==> config.mk <==
export PLATFORM = sky130hd
export DESIGN_NAME = bp_history_ctrl
export DESIGN_NICKNAME = d
export VERILOG_FILES = /design/src/rtl/bp_pkg.sv /design/src/rtl/bp_ckpt_fifo.sv /design/src/rtl/bp_history_ctrl.sv
export SDC_FILE = /design/constraint.sdc
export NUM_CORES = 1
export LEC_CHECK = 0
export ABC_AREA = 1
export BUFFER_PORTS_ARGS = -buffer_cell sky130_fd_sc_hd__buf_4
export CAP_MARGIN = 10
export CORE_MARGIN = 3
export CORE_UTILIZATION = 56
export DETAILED_ROUTE_END_ITERATION = 10
export PLACE_DENSITY_LB_ADDON = 0.08
export SETUP_SLACK_MARGIN = 0.3
export SYNTH_ARGS = -nofsm -noshare
export SYNTH_HDL_FRONTEND = slang
export SYNTH_HIERARCHICAL = 1
export SYNTH_SLANG_ARGS = --single-unit
==> constraint.sdc <==
create_clock -name clk_i -period 2.3 [get_ports clk_i]
set_input_delay 0.115 -clock clk_i [delete_from_list [all_inputs] [get_ports clk_i]]
set_output_delay 0.115 -clock clk_i [all_outputs]
set_load 0.1 [all_outputs]
==> src/rtl/bp_pkg.sv <==
// Shared definitions for the branch-predictor history controller.
//   ghr_t           : global history at the default width
//   bp_hist_state_e : history controller FSM states
//   STAT_W          : width of the optional statistics counters
package bp_pkg;

  localparam int unsigned GHR_W_DEF = 4;
  localparam int unsigned STAT_W    = 16;

  typedef logic [GHR_W_DEF-1:0] ghr_t;

  typedef enum logic [0:0] {
    NORMAL  = 1'b0,
    RECOVER = 1'b1
  } bp_hist_state_e;

endpackage

==> src/rtl/bp_ckpt_fifo.sv <==
// Checkpoint FIFO: one history snapshot per in-flight predicted branch.
//   clk_i, rst_ni  : clock, asynchronous active-low reset
//   clear_i        : empty the FIFO (wins over push/pop)
//   push_i/_data_i : store a snapshot at the tail (caller guarantees !full)
//   pop_i          : drop the head entry (caller guarantees !empty)
//   head_data_o    : snapshot at the head
//   tail_idx_o     : slot the next push will use
//   full_o/empty_o : occupancy flags
module bp_ckpt_fifo #(
  parameter int unsigned DEPTH = 4,
  parameter int unsigned WIDTH = 4,
  localparam int unsigned PTR_W = $clog2(DEPTH)
) (
  input  logic             clk_i,
  input  logic             rst_ni,
  input  logic             clear_i,
  input  logic             push_i,
  input  logic [WIDTH-1:0] push_data_i,
  input  logic             pop_i,
  output logic [WIDTH-1:0] head_data_o,
  output logic [PTR_W-1:0] tail_idx_o,
  output logic             full_o,
  output logic             empty_o
);

  logic [WIDTH-1:0] mem_q [DEPTH];
  logic [PTR_W-1:0] head_q, tail_q;
  logic [PTR_W:0]   count_q, count_d;

  always_comb begin
    count_d = count_q;
    unique case ({push_i, pop_i})
      2'b10:   count_d = count_q + 1'b1;
      2'b01:   count_d = count_q - 1'b1;
      default: count_d = count_q;
    endcase
  end

  // DEPTH is a power of two, so pointers wrap by natural overflow.
  always_ff @(posedge clk_i or negedge rst_ni) begin
    if (!rst_ni) begin
      mem_q   <= '{default: '0};
      head_q  <= '0;
      tail_q  <= '0;
      count_q <= '0;
    end else if (clear_i) begin
      head_q  <= '0;
      tail_q  <= '0;
      count_q <= '0;
    end else begin
      if (push_i) begin
        mem_q[tail_q] <= push_data_i;
        tail_q        <= tail_q + 1'b1;
      end
      if (pop_i) begin
        head_q <= head_q + 1'b1;
      end
      count_q <= count_d;
    end
  end

  assign head_data_o = mem_q[head_q];
  assign tail_idx_o  = tail_q;
  assign full_o      = (count_q == (PTR_W+1)'(DEPTH));
  assign empty_o     = (count_q == '0);

endmodule

==> src/rtl/bp_history_ctrl.sv <==
// Speculative / architectural global-history controller.
//   clk_i, rst_ni        : clock, asynchronous active-low reset
//   pred_*               : fetch-side prediction handshake; pred_tag_o is the assigned slot
//   spec_ghr_o           : speculative history for PHT indexing
//   resolve_*            : in-order branch resolution; resolve_ghr_o is the head checkpoint
//   commit_ghr_o         : architectural history
//   flush_i              : external pipeline flush
//   recovering_o         : one-cycle recovery after mispredict/flush
// Optional (BP_HISTORY_CTRL_STATS_EN): stat_preds_o, stat_mispreds_o saturating counters.
module bp_history_ctrl import bp_pkg::*; #(
  parameter int unsigned GHR_W = 4,
  parameter int unsigned DEPTH = 4
) (
  input  logic                     clk_i,
  input  logic                     rst_ni,
  input  logic                     pred_valid_i,
  input  logic                     pred_taken_i,
  output logic                     pred_ready_o,
  output logic [$clog2(DEPTH)-1:0] pred_tag_o,
  output logic [GHR_W-1:0]         spec_ghr_o,
  input  logic                     resolve_valid_i,
  input  logic                     resolve_taken_i,
  input  logic                     resolve_mispredict_i,
  output logic [GHR_W-1:0]         resolve_ghr_o,
  output logic [GHR_W-1:0]         commit_ghr_o,
  input  logic                     flush_i,
  output logic                     recovering_o
`ifdef BP_HISTORY_CTRL_STATS_EN
  ,
  output logic [STAT_W-1:0]        stat_preds_o,
  output logic [STAT_W-1:0]        stat_mispreds_o
`endif
);

  function automatic logic [GHR_W-1:0] shift_in(input logic [GHR_W-1:0] h, input logic b);
    return {h[GHR_W-2:0], b};
  endfunction

  bp_hist_state_e   state_q, state_d;
  logic [GHR_W-1:0] spec_q, spec_d;
  logic [GHR_W-1:0] commit_q, commit_d;
  logic             fifo_full, fifo_empty;
  logic             accept, res_fire, mispredict, correct, restore;

  // A resolve against an empty FIFO (e.g. during recovery) has nothing to retire.
  assign res_fire   = resolve_valid_i && !fifo_empty;
  assign mispredict = res_fire && resolve_mispredict_i;
  assign correct    = res_fire && !resolve_mispredict_i;
  assign restore    = mispredict || flush_i;
  assign accept     = pred_valid_i && pred_ready_o;

  bp_ckpt_fifo #(
    .DEPTH (DEPTH),
    .WIDTH (GHR_W)
  ) u_ckpt_fifo (
    .clk_i       (clk_i),
    .rst_ni      (rst_ni),
    .clear_i     (restore),
    .push_i      (accept),
    .push_data_i (spec_q),
    .pop_i       (correct),
    .head_data_o (resolve_ghr_o),
    .tail_idx_o  (pred_tag_o),
    .full_o      (fifo_full),
    .empty_o     (fifo_empty)
  );

  // History next-state: the commit update lands first so a restore sees it.
  always_comb begin
    commit_d = commit_q;
    spec_d   = spec_q;
    if (res_fire) begin
      commit_d = shift_in(commit_q, resolve_taken_i);
    end
    if (restore) begin
      spec_d = commit_d;
    end else if (accept) begin
      spec_d = shift_in(spec_q, pred_taken_i);
    end
  end

  always_ff @(posedge clk_i or negedge rst_ni) begin
    if (!rst_ni) begin
      spec_q   <= '0;
      commit_q <= '0;
    end else begin
      spec_q   <= spec_d;
      commit_q <= commit_d;
    end
  end

  // FSM state register
  always_ff @(posedge clk_i or negedge rst_ni) begin
    if (!rst_ni) begin
      state_q <= NORMAL;
    end else begin
      state_q <= state_d;
    end
  end

  // FSM next state
  always_comb begin
    state_d = state_q;
    unique case (state_q)
      NORMAL:  if (restore) state_d = RECOVER;
      RECOVER: state_d = NORMAL;
      default: state_d = NORMAL;
    endcase
  end

  // FSM outputs; ready uses the raw mispredict flag to stay off timing-heavy paths.
  always_comb begin
    recovering_o = (state_q == RECOVER);
    pred_ready_o = (state_q == NORMAL) && !fifo_full && !flush_i &&
                   !(resolve_valid_i && resolve_mispredict_i);
  end

  assign spec_ghr_o   = spec_q;
  assign commit_ghr_o = commit_q;

`ifdef BP_HISTORY_CTRL_STATS_EN
  logic [STAT_W-1:0] stat_preds_q, stat_mispreds_q;

  always_ff @(posedge clk_i or negedge rst_ni) begin
    if (!rst_ni) begin
      stat_preds_q    <= '0;
      stat_mispreds_q <= '0;
    end else begin
      if (accept && (stat_preds_q != '1)) begin
        stat_preds_q <= stat_preds_q + 1'b1;
      end
      if (mispredict && (stat_mispreds_q != '1)) begin
        stat_mispreds_q <= stat_mispreds_q + 1'b1;
      end
    end
  end

  assign stat_preds_o    = stat_preds_q;
  assign stat_mispreds_o = stat_mispreds_q;
`endif

endmodule

==> summary.md <==
| Metric | Value |
|---|---|
| Row cnt | `18` |
| Residual DRC | `0` |
| Worst R2R Setup Slack | `410 ps` |
| DP Wirelength | `2660 microns` |
| Fmax | `0.530 GHz` |
| Die width | `59.9 microns` |
| DRT antenna net count | `0` |
| Max-cap check violation count | `0` |
| Setup-failing EPs final | `0` |
| Worst EP required | `2530 ps` |
| Max Clock Skew | `4.87 ps` |
| Post-Synth Simple-Gate Area | `29.7%` |
| #FFs+latches synth | `32` |
| Commonest non-fill, non-tap cells in the layout | `nand2_1 (58), dfrtp_1 (28), buf_4 (27), inv_1 (17)` |
| Post-synthesis compound-gate area fraction | `11.6%` |
| R2r startpoint | `u_ckpt_fifo/count_q[2]` |
| DRT Pass-1 Iters | `7` |
| Hold endpoint | `commit_ghr_o[0]` |
| Tmin final | `1890 ps` |
| DR iter-0 viols | `104` |
| Post-Route Setup TNS | `0 ps` |
| Hold_ws | `66.1 ps` |
| RSZ-0062 raised after global routing | `no` |
| Mapped Cells | `194` |
| Post-Syn Area | `1630 sq um` |
| Total CTS buffers | `5` |
| Fin nets | `241` |
| CTS sink cnt | `32` |
| Worst-Skew Late Latency | `330 ps` |
| Root buffer cell | `clkbuf_4` |
| Largest family of logic cells by synthesized area | `simple AND/OR/NAND/NOR gates` |
| CTS clk-pin slew, worst paths | `90 ps` |
| Worst Path Arrival | `2120 ps` |
| Routed WL per cell | `14.5 microns` |
| Met2 usage | `41.4%` |
| Die Y | `59.9 microns` |
| Hold Startpoint | `resolve_taken_i` |
| Global routing's busiest layer | `met2` |
| Register area share after synthesis | `49.2%` |
| Crit start category | `flip-flop` |
| Initial antenna violation count | `0` |
| CTS Buffer Depth | `2` |
| Port Buf Inserts | `23` |
| Gr ovfl total | `0` |
| Met1 GRT Util | `25.1%` |
| P&R area growth vs syn | `22.0%` |
| Worst setup path class | `flip-flop to flip-flop` |
| RD Place Congestion | `0.838` |
| Period utilization | `82.1%` |
| Run status | `completed` |
| CTS tree | `done` |
| Most common cell after layout, fill and taps aside | `nand2_1` |
| Post-DR vias/cell | `5.70` |
| H-tree depth | `2` |
| LEAKAGE | `1.07 nW` |
| Adder-cell share of the synthesized area | `4.30%` |
| VDD IR-drop max | `1.37 mV` |
| Crit. End Element | `flip-flop` |
| Hold Violations, Final | `0` |
| Yosys top cell by area | `dfrtp_1` |
| Core area | `2610 sq um` |
| Layout cell share with drive strength beyond 1 | `27.1%` |
| Post-synthesis mux area share | `0%` |
| Area share of the largest cell type after synthesis | `49.2%` |
| Slew HR | `73.5%` |
| I/O pin count | `24` |
| Distinct cells, synth | `20` |
| Met3 Resource Use GR | `4.75%` |
| Worst r2r path cells | `13` |
| Final WL | `3750 microns` |
| Least-Margin Pin Slew | `397 ps` |
| Initial core utilization | `62.3%` |
| Post-synthesis xor/xnor area fraction | `0%` |
| Die area | `3590 sq um` |
| GR Util All Layers | `22.7%` |
| Synth Warn # | `6` |
| Largest net degree at the start of global routing | `33` |
| First-pass GRT wire length | `5990 microns` |
| Max-slew violation count | `0` |
| Number of global-route vias before repair | `1446` |
| Dominant cells by area after synthesis | `dfrtp_1 (49%), nand2_1 (14%), nand3_1 (4.3%)` |
| Number of diodes | `0` |
| Worst hold path type | `input port to flip-flop` |
| Cell count of the worst hold path | `3` |
| Post-synth net total | `207` |
| RR Endpoint | `u_ckpt_fifo/count_q[2]` |
| Via Count | `1476` |
| Syn Area/Cell | `8.39 sq um` |
| Pwr dens | `1370 nW/um^2` |
| CP Max Fanout | `5` |
==> metrics by stage <==
step                instance area, sq um  util (%)  setup slack [ps]  total power, W  std cells
floorplan                           1650         -               332         0.00199        194
global placement                    1870      71.5               356         0.00228        247
detailed placement                  1870      71.5               184         0.00231        247
CTS                                 1940      74.4               315         0.00266        256
global route                        1990      76.0               259         0.00285        259
finish                              1990      76.0               412         0.00272        259
==> cell usage after synthesis <==
cell	instances
dfrtp_1	32
o21ai_0	10
nand4_1	3
o21ai_2	4
nor2_1	15
nor2_8	1
nand2_4	6
o22ai_1	4
nand2_1	59
inv_2	3
nand3_1	14
ha_1	4
buf_2	1
fa_1	1
a22o_1	1
nand3_2	2
nor3_1	2
a21oi_1	2
o21ai_1	12
inv_1	18
==> power breakdown <==
part | total [W] | leakage [nW] | switching [W] | internal, W
combinational | 0.00157 | 0.615 | 0.00121 | 0.000357
clock | 0.000332 | 0.0326 | 0.000181 | 0.000151
sequential | 0.000822 | 0.424 | 0.000127 | 0.000695
==> flip-flops by register name (all words and copies together) (netlist names) <==
signal / cells
u_ckpt_fifo/tail_idx_o: 2
recovering_o: 1
commit_ghr_o: 4
u_ckpt_fifo/count_q: 3
u_ckpt_fifo/mem_q: 16
u_ckpt_fifo/head_q: 2
spec_ghr_o: 4
==> cells by family (layout without fill, tap and decap cells) <==
family | after synthesis | count (layout)
AOI/OAI and AO/OA | 33 | 33
adders and majority gates | 5 | 5
buffers and inverters | 22 | 57
DFF | 32 | 32
and+or+nand+nor | 102 | 102
==> area by class of cell <==
class                   count  area (sq um)
multi-input cells         140           792
clock buffers               8          58.8
inverters                  21          78.8
repair buffers             28           213
well taps                  30          37.5
flip-flops and latches     32           806
fillers                   178           627
==> worst max-delay path: stages, from the launching register on <==
cell and delay [ps]:
dfrtp_2 460, nor3_4 230, inv_2 90, nand2_4 90, nor2_1 60, inv_1 90
nor2_1 80, fa_2 350, inv_1 60, nand2_1 60, nand3_1 80, nand2_1 60
nand2_1 50, nand2_1 40
==> repair_timing <==
action                                 CTS  global route
endpoints found under the hold margin   32             0
hold buffers                             1             0
cloned                                   0             0
gates resized for setup                  4             6
pin swaps                                0             1
setup buffers                            0             3
setup endpoints to repair                2             2
==> worst max-delay path by stage <==
stage / start / end / slack (ps)
floorplan: recovering_o / u_ckpt_fifo/count_q[2] / 330
global placement: u_ckpt_fifo/count_q[0] / u_ckpt_fifo/count_q[2] / 360
detailed placement: u_ckpt_fifo/count_q[0] / u_ckpt_fifo/count_q[2] / 180
CTS: u_ckpt_fifo/count_q[0] / u_ckpt_fifo/count_q[2] / 320
global route: u_ckpt_fifo/count_q[2] / u_ckpt_fifo/count_q[2] / 260
finish: u_ckpt_fifo/count_q[2] / u_ckpt_fifo/count_q[2] / 410
==> routing by layer <==
metal	part of all wire, %	vias to the layer above	routed length (microns)
li1	-	705	-
met1	41	700	1530
met2	52	62	1960
met3	5.5	9	205
met4	1.6	0	61
met5	0	-	0
Note: power is estimated with default switching activity, not from simulation.
